`src/rtl/whitening_tx_ctrl_if.sv`:
```
// rtl/whitening_tx_ctrl_if.sv - control, FIFO and whitening-side signals of the TX sequencer
interface whitening_tx_ctrl_if #(
    parameter int LEN_W = 8
);
    logic             start;
    logic [LEN_W-1:0] pkt_len;
    logic             fifo_empty;
    logic [7:0]       fifo_rdata;
    logic             fifo_rd_en;
    logic             fifo_in;
    logic             fifo_in_valid;
    logic             CRC_in;
    logic             CRC_in_valid;
    logic             busy;
    logic             done;
    logic             error;

    modport master (
        input  start, pkt_len, fifo_empty, fifo_rdata,
        output fifo_rd_en, fifo_in, fifo_in_valid, CRC_in, CRC_in_valid, busy, done, error
    );

    modport slave (
        output start, pkt_len, fifo_empty, fifo_rdata,
        input  fifo_rd_en, fifo_in, fifo_in_valid, CRC_in, CRC_in_valid, busy, done, error
    );
endinterface

```
`src/rtl/whitening_tx_ctrl.sv`:
```
// rtl/whitening_tx_ctrl.sv - packet TX sequencer: FIFO bytes to LSB-first bits, CRC-24 trailer
// Optional WHT_CTRL_IFS_EN stretches the DONE state to IFS_CYCLES cycles.
module whitening_tx_ctrl #(
    parameter int          LEN_W      = 8,
    parameter logic [23:0] CRC_INIT   = 24'h555555,
    parameter logic [23:0] CRC_POLY   = 24'h00065B,
    parameter int          IFS_CYCLES = 16
) (
    input  logic                  clk,
    input  logic                  rst,
    whitening_tx_ctrl_if.master   bus
);
    typedef enum logic [2:0] {
        S_IDLE,
        S_LOAD,
        S_DATA,
        S_GAP,
        S_CRC,
        S_DONE
    } state_t;

    localparam int IFS_LEN = (IFS_CYCLES < 1) ? 1 : IFS_CYCLES;
    localparam int IFS_W   = $clog2(IFS_LEN + 1);
`ifdef WHT_CTRL_IFS_EN
    localparam logic [IFS_W-1:0] DONE_LAST = IFS_W'(IFS_LEN - 1);
`else
    localparam logic [IFS_W-1:0] DONE_LAST = '0;
`endif

    state_t           state_q;
    logic [7:0]       shreg_q;
    logic [2:0]       bit_cnt_q;
    logic [LEN_W-1:0] byte_cnt_q;
    logic [LEN_W-1:0] len_q;
    logic [23:0]      crc_q;
    logic [23:0]      crc_d;
    logic [4:0]       crc_cnt_q;
    logic [IFS_W-1:0] ifs_cnt_q;
    logic             fifo_in_q;
    logic             fifo_in_valid_q;
    logic             crc_in_q;
    logic             crc_in_valid_q;
    logic             busy_q;
    logic             done_q;
    logic             error_q;
    logic             rd_en;
    logic             more_bytes;

    assign more_bytes = (byte_cnt_q < len_q);

    // The bit currently on fifo_in is folded into the CRC in the same cycle.
    always_comb begin
        crc_d = {crc_q[22:0], 1'b0};
        if (fifo_in_q ^ crc_q[23]) begin
            crc_d = crc_d ^ CRC_POLY;
        end
    end

    always_comb begin
        rd_en = 1'b0;
        if (state_q == S_LOAD) begin
            rd_en = !bus.fifo_empty;
        end else if (state_q == S_DATA) begin
            rd_en = (bit_cnt_q == 3'd7) && more_bytes && !bus.fifo_empty;
        end
    end

    always_ff @(posedge clk or posedge rst) begin
        if (rst) begin
            state_q         <= S_IDLE;
            shreg_q         <= '0;
            bit_cnt_q       <= '0;
            byte_cnt_q      <= '0;
            len_q           <= '0;
            crc_q           <= '0;
            crc_cnt_q       <= '0;
            ifs_cnt_q       <= '0;
            fifo_in_q       <= 1'b0;
            fifo_in_valid_q <= 1'b0;
            crc_in_q        <= 1'b0;
            crc_in_valid_q  <= 1'b0;
            busy_q          <= 1'b0;
            done_q          <= 1'b0;
            error_q         <= 1'b0;
        end else begin
            done_q  <= 1'b0;
            error_q <= 1'b0;
            case (state_q)
                S_IDLE: begin
                    if (bus.start) begin
                        if (bus.pkt_len != '0) begin
                            len_q   <= bus.pkt_len;
                            crc_q   <= CRC_INIT;
                            busy_q  <= 1'b1;
                            state_q <= S_LOAD;
                        end else begin
                            error_q <= 1'b1;
                        end
                    end
                end
                S_LOAD: begin
                    if (!bus.fifo_empty) begin
                        fifo_in_q       <= bus.fifo_rdata[0];
                        shreg_q         <= {1'b0, bus.fifo_rdata[7:1]};
                        fifo_in_valid_q <= 1'b1;
                        bit_cnt_q       <= '0;
                        byte_cnt_q      <= LEN_W'(1);
                        state_q         <= S_DATA;
                    end
                end
                S_DATA: begin
                    crc_q <= crc_d;
                    if (bit_cnt_q != 3'd7) begin
                        fifo_in_q <= shreg_q[0];
                        shreg_q   <= {1'b0, shreg_q[7:1]};
                        bit_cnt_q <= bit_cnt_q + 3'd1;
                    end else if (more_bytes) begin
                        if (!bus.fifo_empty) begin
                            // Refill on the last bit so the next byte follows with no bubble.
                            fifo_in_q  <= bus.fifo_rdata[0];
                            shreg_q    <= {1'b0, bus.fifo_rdata[7:1]};
                            bit_cnt_q  <= '0;
                            byte_cnt_q <= byte_cnt_q + LEN_W'(1);
                        end else begin
                            fifo_in_q       <= 1'b0;
                            fifo_in_valid_q <= 1'b0;
                            busy_q          <= 1'b0;
                            error_q         <= 1'b1;
                            state_q         <= S_IDLE;
                        end
                    end else begin
                        fifo_in_q       <= 1'b0;
                        fifo_in_valid_q <= 1'b0;
                        state_q         <= S_GAP;
                    end
                end
                S_GAP: begin
                    crc_in_q       <= crc_q[23];
                    crc_q          <= {crc_q[22:0], 1'b0};
                    crc_cnt_q      <= '0;
                    crc_in_valid_q <= 1'b1;
                    state_q        <= S_CRC;
                end
                S_CRC: begin
                    if (crc_cnt_q == 5'd23) begin
                        crc_in_q       <= 1'b0;
                        crc_in_valid_q <= 1'b0;
                        ifs_cnt_q      <= DONE_LAST;
                        done_q         <= (DONE_LAST == '0);
                        state_q        <= S_DONE;
                    end else begin
                        crc_in_q  <= crc_q[23];
                        crc_q     <= {crc_q[22:0], 1'b0};
                        crc_cnt_q <= crc_cnt_q + 5'd1;
                    end
                end
                S_DONE: begin
                    if (ifs_cnt_q == '0) begin
                        busy_q  <= 1'b0;
                        state_q <= S_IDLE;
                    end else begin
                        ifs_cnt_q <= ifs_cnt_q - IFS_W'(1);
                        done_q    <= (ifs_cnt_q == IFS_W'(1));
                    end
                end
                default: begin
                    state_q <= S_IDLE;
                end
            endcase
        end
    end

    assign bus.fifo_rd_en    = rd_en;
    assign bus.fifo_in       = fifo_in_q;
    assign bus.fifo_in_valid = fifo_in_valid_q;
    assign bus.CRC_in        = crc_in_q;
    assign bus.CRC_in_valid  = crc_in_valid_q;
    assign bus.busy          = busy_q;
    assign bus.done          = done_q;
    assign bus.error         = error_q;
endmodule

```
`src/flat_wrapper.sv`:
```
// flat-port wrapper written by rule: the top's interface ports become plain ports
module whitening_tx_ctrl_flat 
#(
    parameter int          LEN_W      = 8,
    parameter logic [23:0] CRC_INIT   = 24'h555555,
    parameter logic [23:0] CRC_POLY   = 24'h00065B,
    parameter int          IFS_CYCLES = 16
)
  (clk, rst, bus_start, bus_pkt_len, bus_fifo_empty, bus_fifo_rdata, bus_fifo_rd_en, bus_fifo_in, bus_fifo_in_valid, bus_CRC_in, bus_CRC_in_valid, bus_busy, bus_done, bus_error);
  whitening_tx_ctrl_if #(.LEN_W(LEN_W)) bus_i ();
  input  logic clk;
  input  logic rst;
  input wire logic [$bits(bus_i.start)-1:0] bus_start;
  input wire logic [$bits(bus_i.pkt_len)-1:0] bus_pkt_len;
  input wire logic [$bits(bus_i.fifo_empty)-1:0] bus_fifo_empty;
  input wire logic [$bits(bus_i.fifo_rdata)-1:0] bus_fifo_rdata;
  output wire logic [$bits(bus_i.fifo_rd_en)-1:0] bus_fifo_rd_en;
  output wire logic [$bits(bus_i.fifo_in)-1:0] bus_fifo_in;
  output wire logic [$bits(bus_i.fifo_in_valid)-1:0] bus_fifo_in_valid;
  output wire logic [$bits(bus_i.CRC_in)-1:0] bus_CRC_in;
  output wire logic [$bits(bus_i.CRC_in_valid)-1:0] bus_CRC_in_valid;
  output wire logic [$bits(bus_i.busy)-1:0] bus_busy;
  output wire logic [$bits(bus_i.done)-1:0] bus_done;
  output wire logic [$bits(bus_i.error)-1:0] bus_error;
  assign bus_i.start = bus_start;
  assign bus_i.pkt_len = bus_pkt_len;
  assign bus_i.fifo_empty = bus_fifo_empty;
  assign bus_i.fifo_rdata = bus_fifo_rdata;
  assign bus_fifo_rd_en = bus_i.fifo_rd_en;
  assign bus_fifo_in = bus_i.fifo_in;
  assign bus_fifo_in_valid = bus_i.fifo_in_valid;
  assign bus_CRC_in = bus_i.CRC_in;
  assign bus_CRC_in_valid = bus_i.CRC_in_valid;
  assign bus_busy = bus_i.busy;
  assign bus_done = bus_i.done;
  assign bus_error = bus_i.error;
  whitening_tx_ctrl #(.LEN_W(LEN_W), .CRC_INIT(CRC_INIT), .CRC_POLY(CRC_POLY), .IFS_CYCLES(IFS_CYCLES)) u_core (.clk(clk), .rst(rst), .bus(bus_i));
endmodule
```
`config.mk`:
```
export PLATFORM = sky130hd
export DESIGN_NAME = whitening_tx_ctrl_flat
export DESIGN_NICKNAME = d
export VERILOG_FILES = /design/src/rtl/whitening_tx_ctrl_if.sv /design/src/rtl/whitening_tx_ctrl.sv /design/src/flat_wrapper.sv
export SDC_FILE = /design/constraint.sdc
export NUM_CORES = 1
export LEC_CHECK = 0
export BUFFER_PORTS_ARGS = -buffer_cell sky130_fd_sc_hd__buf_2
export CAP_MARGIN = 10
export CORE_MARGIN = 4
export CORE_UTILIZATION = 57
export DETAILED_ROUTE_END_ITERATION = 8
export GPL_TIMING_DRIVEN = 0
export PLACE_DENSITY = 0.87
export SYNTH_ARGS = -nofsm -noshare
export SYNTH_HDL_FRONTEND = slang
export SYNTH_SLANG_ARGS = --single-unit
```
`constraint.sdc`:
```
create_clock -name clk -period 2.7 [get_ports clk]
set_input_delay 0.135 -clock clk [delete_from_list [all_inputs] [get_ports clk]]
set_output_delay 0.135 -clock clk [all_outputs]
set_load 0.1 [all_outputs]
```
==> results of run 1 <==
[metal layers]
layer | vias up | part of all wire | routed length, um | GRT usage
met2 | 104 | 0.47 | 3680 | 0.349
li1 | 1443 | - | - | -
met5 | - | 0 | 0 | 0
met1 | 1479 | 0.46 | 3590 | 0.302
met3 | 26 | 0.055 | 436 | 0.0536
met4 | 0 | 0.020 | 161 | 0.0934
[stage by stage]
step | setup TNS (ns) | hold WS (ns)
final | 0 | 0.0321
after global routing | 0 | 0.0257
after CTS | 0 | 0.0209
after detailed placement | 0 | 0.369
after global placement | -2.50 | 0.383
after floorplan | 0 | 0.274
[sequential cells by signal, summed over array words and instances, names as in the netlist]
signal and cells:
u_core.crc_q 24, u_core.bus.CRC_in 1, u_core.state_q 3, u_core.shreg_q 8, u_core.bus.error 1, u_core.crc_cnt_q 5, u_core.ifs_cnt_q 5, u_core.bus.done 1
u_core.bus.busy 1, u_core.byte_cnt_q 8, u_core.len_q 8, u_core.bus.fifo_in 1, u_core.bus.fifo_in_valid 1, u_core.bit_cnt_q 3, u_core.bus.CRC_in_valid 1
[worst min-delay path by stage]
stage | start | end | slack, ns | depth (start not counted)
after global placement | bus_pkt_len[1] | u_core.len_q[1] | 0.38 | 2
after global routing | bus_pkt_len[2] | u_core.len_q[2] | 0.03 | 2
after detailed placement | rst | u_core.shreg_q[3] | 0.37 | 2
final | bus_pkt_len[0] | u_core.len_q[0] | 0.03 | 2
after CTS | bus_pkt_len[0] | u_core.len_q[0] | 0.02 | 2
after floorplan | bus_start | u_core.bus.error | 0.27 | 2
[critical path: cells and delay by family, from the launching register on]
kind | cells | cell delay [ns]
compound gates | 2 | 0.43
simple gates | 1 | 0.60
buf+inv | 3 | 0.62
flops | 1 | 0.47
[kinds of logic after synthesis]
family	Yosys count
AND/OR/NAND/NOR	158
AO/OA/AOI/OAI	99
flip-flops	71
buffers and inverters	30
adder cells (fa/ha/maj)	13
multiplexers	11
XOR/XNOR	5
[synthesized netlist by cell type (7+ instances only)]
master / count / area [um2]
clkbuf_1: 10 / 37.5
nand2_1: 63 / 236
a2bb2oi_2: 7 / 105
mux2_2: 8 / 90.1
nor2_1: 40 / 150
dfrtp_1: 71 / 1780
a21oi_1: 18 / 90.1
ha_1: 13 / 163
nand2b_1: 8 / 50.1
o21ai_0: 43 / 215
inv_1: 17 / 63.8
or3_1: 9 / 56.3
nand3_1: 12 / 60.1
[power breakdown]
group | total (mW) | switching, mW | internal [mW]
Combinational | 2.14 | 1.35 | 0.793
Sequential | 1.76 | 0.296 | 1.46
Clock | 0.735 | 0.372 | 0.363
[layout make-up]
cell class / count / area [um2]
timing repair buffer: 28 / 155
fill: 489 / 1990
buffer: 13 / 55.1
clock inverter: 1 / 7.51
multi-input combinational: 286 / 1770
sequential: 71 / 1780
clock buffer: 11 / 151
tap: 75 / 93.8
inverter: 17 / 66.3
[what timing repair did]
action | CTS | global route
endpoints found under the hold margin | 10 | 0
hold buffers | 1 | 0
pin swaps | 0 | 1
gates resized for setup | 2 | 7
endpoints found under the setup margin | 1 | 32
==> impl_metrics.ini, run 1 <==
[worst_setup_path]
cp-start-kind = flop
cp_max_fo = 10
cp_slowest_cell = or3b_2
r2r_start = u_core.ifs_cnt_q[0]
reg2reg_slack_ns = 0.26
cp-startpoint = u_core.state_q[0]
worstPathCellList = clkbuf_1 > or3b_2 > a31oi_1 > a21oi_1 > buf_4 > buf_8
worstReg2RegEnd = u_core.shreg_q[5]
end_kind = output port
max_stage_delay_ns = 0.60
r2r_cells = 9
worstPathRequired_ns = 2.57
crit_arrival_ns = 2.47
crit_type = reg2out
endpoint = bus_fifo_rd_en

[clocking]
cts_buffers = 9
clk-insertion-delay-late_ns = 0.35
htreeDepth = 3
cts_tree = done
cts_sinks = 71
postCtsSetupBuffers = 0
clockBufferDepth = 2
clk_pin_slew_ns = 0.07
clockRootBuffer = clkbuf_8

[floorplanning]
pin_count = 28
initial_core_util = 0.600
die-height_um = 87.9
core_mm2 = 0.00606
dieArea_mm2 = 0.00773
row_count = 28
die_x_um = 87.9

[grt]
antenna_found_initial = 0
grt_pass1_wl_um = 13500
first_global_vias = 2980
overflow = 0
grt_usage = 0.224
grt_max_degree = 72

[place]
pre_cts_slack_ns = 0.197
dp_hpwl_um = 5540
io_buffers = 27
placed_area_mm2 = 0.00387
place_inst = 489
gp_routability_congestion = 0.856

[timing]
final_min_period_over_clock_period = 0.965
hold_violations = 0
postLayoutSetupSlackWorst_ns = 0.0955
slew_violations = 0
fin_crit_ns = 2.60
rsz0062_at_grt = no
relSlewSlack = 0.423
fmax_mhz = 384
setup_violations = 0
finalClockSkew_ns = 0.0117
worst_pin_slew_ns = 0.866

[synth]
yosys_warnings = 0
synth_top_family_by_area = simple AND/OR/NAND/NOR gates
synthArstFlopShare = 1.00
syn_area_mm2 = 0.00364
yosysUniqueCellTypes = 51
synth_edf_count = 0
syn_nets = 420
yosys.area_share.xor_xnor = 0.0120
synth-adder-area-share = 0.0447
synth-seq-area-share = 0.488
synth_area_per_cell_um2 = 9.40
synth_compound_area_frac = 0.190
synthFlopType = dfrtp_1
synth_cells = 387
synth-simple-area-share = 0.200
ys_ff_latch = 71
synthMuxAreaShare = 0.0334

[run_status]
outcome = completed

[final_layout]
mostFrequentLayoutCells = dfrtp_1 (71), nand2_1 (63), o21ai_0 (43)
final_cell_count_no_fill = 502
fin_nets = 459
final_common_cell = dfrtp_1
finish.utilization = 0.672
fin_area_mm2 = 0.00407
drive_gt1_frac = 0.166
diodes = 0
area_delta_synth_final_pct = 11.9

[power_and_ir_drop]
total_power_mw = 4.63
power_density_mw_per_mm2 = 1140
ir_drop_v = 0.000641
p_leak_nw = 1.88

[detailed_routing]
drt_iter0_markers = 299
routed_wl_um = 7870
vias = 3052
drc = 0
vias_per_cell = 6.08
dr.pass1.iters = 6
final_antenna_net_count = 0
routedWlPerCell_um = 15.7

[job]
cap_violations = 0

[hold_path]
hold_class = in2reg
Power figures use the tool's default switching activity.
==> run 2, diff against run 1 <==
Settings changed: SETUP_SLACK_MARGIN from default to 0.3.
==> run 2 against run 1 <==
Total power is 8.6% higher. Maximum frequency rose by 7.3%. Final cell count grew 2.0%. Critical path depth is the same. Combinational power rose by 8%. Routed wire length up 6.1%. Utilization up 2.9 points. Flip-flop and latch count is the same.
==> impl_metrics.ini, run 2 (synthesis results as in run 1) <==
[timing]
final_min_period_over_clock_period = 0.899
slew_violations = 0
worst_pin_slew_ns = 0.841
rsz0062_at_grt = yes
fin_crit_ns = 2.43
hold_violations = 0
relSlewSlack = 0.439
fmax_mhz = 412
setup_tns_ns = 0
finalClockSkew_ns = 0.00674
postLayoutSetupSlackWorst_ns = 0.273
setup_violations = 0

[floorplanning]
die-height_um = 87.9
initial_core_util = 0.600
core_mm2 = 0.00606
die_x_um = 87.9
row_count = 28
dieArea_mm2 = 0.00773
pin_count = 28

[grt]
grt.busiest_layer = met2
met1_usage = 0.308
first_global_vias = 2967
overflow = 0
grt_usage = 0.231
antenna_found_initial = 0
grt_max_degree = 72
met3_usage = 0.0621
use_met2 = 0.369
grt_pass1_wl_um = 13800

[power_and_ir_drop]
comb_power_share = 0.459
power_density_mw_per_mm2 = 1180
p_clk_frac = 0.194
total_power_mw = 5.03
swShare = 0.420
power.switching_mw = 2.11
p_leak_nw = 1.97
ir_drop_v = 0.000766
seqPwrFrac = 0.347
p_int_mw = 2.92

[hold_path]
worstHoldEndpoint = u_core.len_q[2]
min_from = bus_pkt_len[2]
min_path_cells = 2
hold_class = in2reg

[final_layout]
mostFrequentLayoutCells = dfrtp_1 (71), nand2_1 (63), o21ai_0 (42)
final_cell_count_no_fill = 512
area_delta_synth_final_pct = 16.7
largest_register_ffs = 24
final_common_cell = dfrtp_1
multiInputGateArea_mm2 = 0.00182
regArea_mm2 = 0.00178
drive_gt1_frac = 0.208
fin_nets = 465
regMostFlops = u_core.crc_q
finish.utilization = 0.701
fillers = 452
diodes = 0

[clocking]
cts_tree = done
clockBufferDepth = 2
htreeDepth = 3
cts_sinks = 71
cts_buffers = 9
clk_pin_slew_ns = 0.08
clk-insertion-delay-late_ns = 0.36
clockRootBuffer = clkbuf_8

[worst_setup_path]
worstPathCellList = clkbuf_1 > or3b_4 > a31oi_2 > a21oi_2 > buf_6 > buf_12
cp_slowest_cell = or3b_4
max_stage_delay_ns = 0.51
worstReg2RegEnd = u_core.shreg_q[0]
worstPathRequired_ns = 2.57
cp_max_fo = 10
crit_arrival_ns = 2.29
cp-start-kind = flop
r2r_start = u_core.byte_cnt_q[1]
crit_type = reg2out
end_kind = output port
reg2reg_slack_ns = 0.36
r2r_cells = 7
path_buf_inv = 3
path_delay_family = buffers and inverters

[place]
pre_cts_slack_ns = 0.204
place_inst = 489
gp_routability_congestion = 0.857
dp_hpwl_um = 5650
io_buffers = 27

[detailed_routing]
dr.pass1.iters = 5
final_antenna_net_count = 0
drt_iter0_markers = 323
routedWlPerCell_um = 16.3
vias_per_cell = 5.98
vias = 3064
drc = 0
routed_wl_um = 8350

[run_status]
outcome = completed

[job]
cap_violations = 0
==> run 2: changes by cell type in the layout (fill, tap and decap cells not counted), sizes merged <==
cell	change
buf	+6
bufinv	+2
clkbuf	+2
clkinv	+1
clkinvlp	-1
==> run 2: power by group through the flow <==
stage | clock network, mW | logic [mW] | registers (mW)
after floorplan | 0 | 1.49 | 1.88
final | 0.974 | 2.31 | 1.75
after detailed placement | 0 | 2.10 | 1.77
after global placement | 0 | 2.01 | 1.73
after global routing | 1.03 | 2.55 | 1.79
after CTS | 0.975 | 2.21 | 1.74
==> run 2: how the worst max path moves through the flow <==
stage                                    start                    to  slack [ns]  cells past startpoint
after global routing           u_core.len_q[2]        bus_fifo_rd_en        0.20                      8
after global placement                     rst      u_core.crc_q[13]       -0.04                      2
after detailed placement   u_core.ifs_cnt_q[0]     u_core.shreg_q[6]        0.20                      9
final                        u_core.state_q[0]        bus_fifo_rd_en        0.27                      6
after CTS                    u_core.state_q[2]        bus_fifo_rd_en        0.25                      6
after floorplan           u_core.byte_cnt_q[1]  u_core.byte_cnt_q[2]        0.36                      7
==> run 2: final cells by class <==
type                       instances  area share
buffer                            13      0.0150
clock buffer                      13      0.0374
clock inverter                     3      0.0153
inverter                          17      0.0156
multi-input combinational        286       0.428
sequential                        71       0.418
tap                               75      0.0221
timing repair buffer              34      0.0483
==> run 2: per-layer routing <==
metal / wire, um / part of all wire
met1: 3590 / 0.43
met2: 4030 / 0.48
met3: 545 / 0.065
met4: 186 / 0.022
met5: 0 / 0
==> run 2: metrics by stage <==
stage | hold WS, ns | instance area (um2)
2_1_floorplan | 0.274 | 3640
3_5_place_dp | 0.372 | 3870
3_3_place_gp | 0.383 | 3870
4_1_cts | 0.0195 | 4190
6_report | 0.0231 | 4250
5_1_grt | 0.0182 | 4250
==> run 2: worst reg2reg max path: cells and delay by family, from the launching register on <==
family / cells / cell delay [ns]
buffers and inverters: 1 / 0.17
DFF: 1 / 0.41
AOI/OAI and AO/OA: 5 / 1.42
adders and majority gates: 1 / 0.28
==> run 2: what timing repair did <==
item                                   CTS  global route
setup endpoints to repair               34            34
hold buffers                             1             0
gates resized for setup                 14            14
pin swaps                                3             4
endpoints found under the hold margin   57             0
setup buffers                            4             2
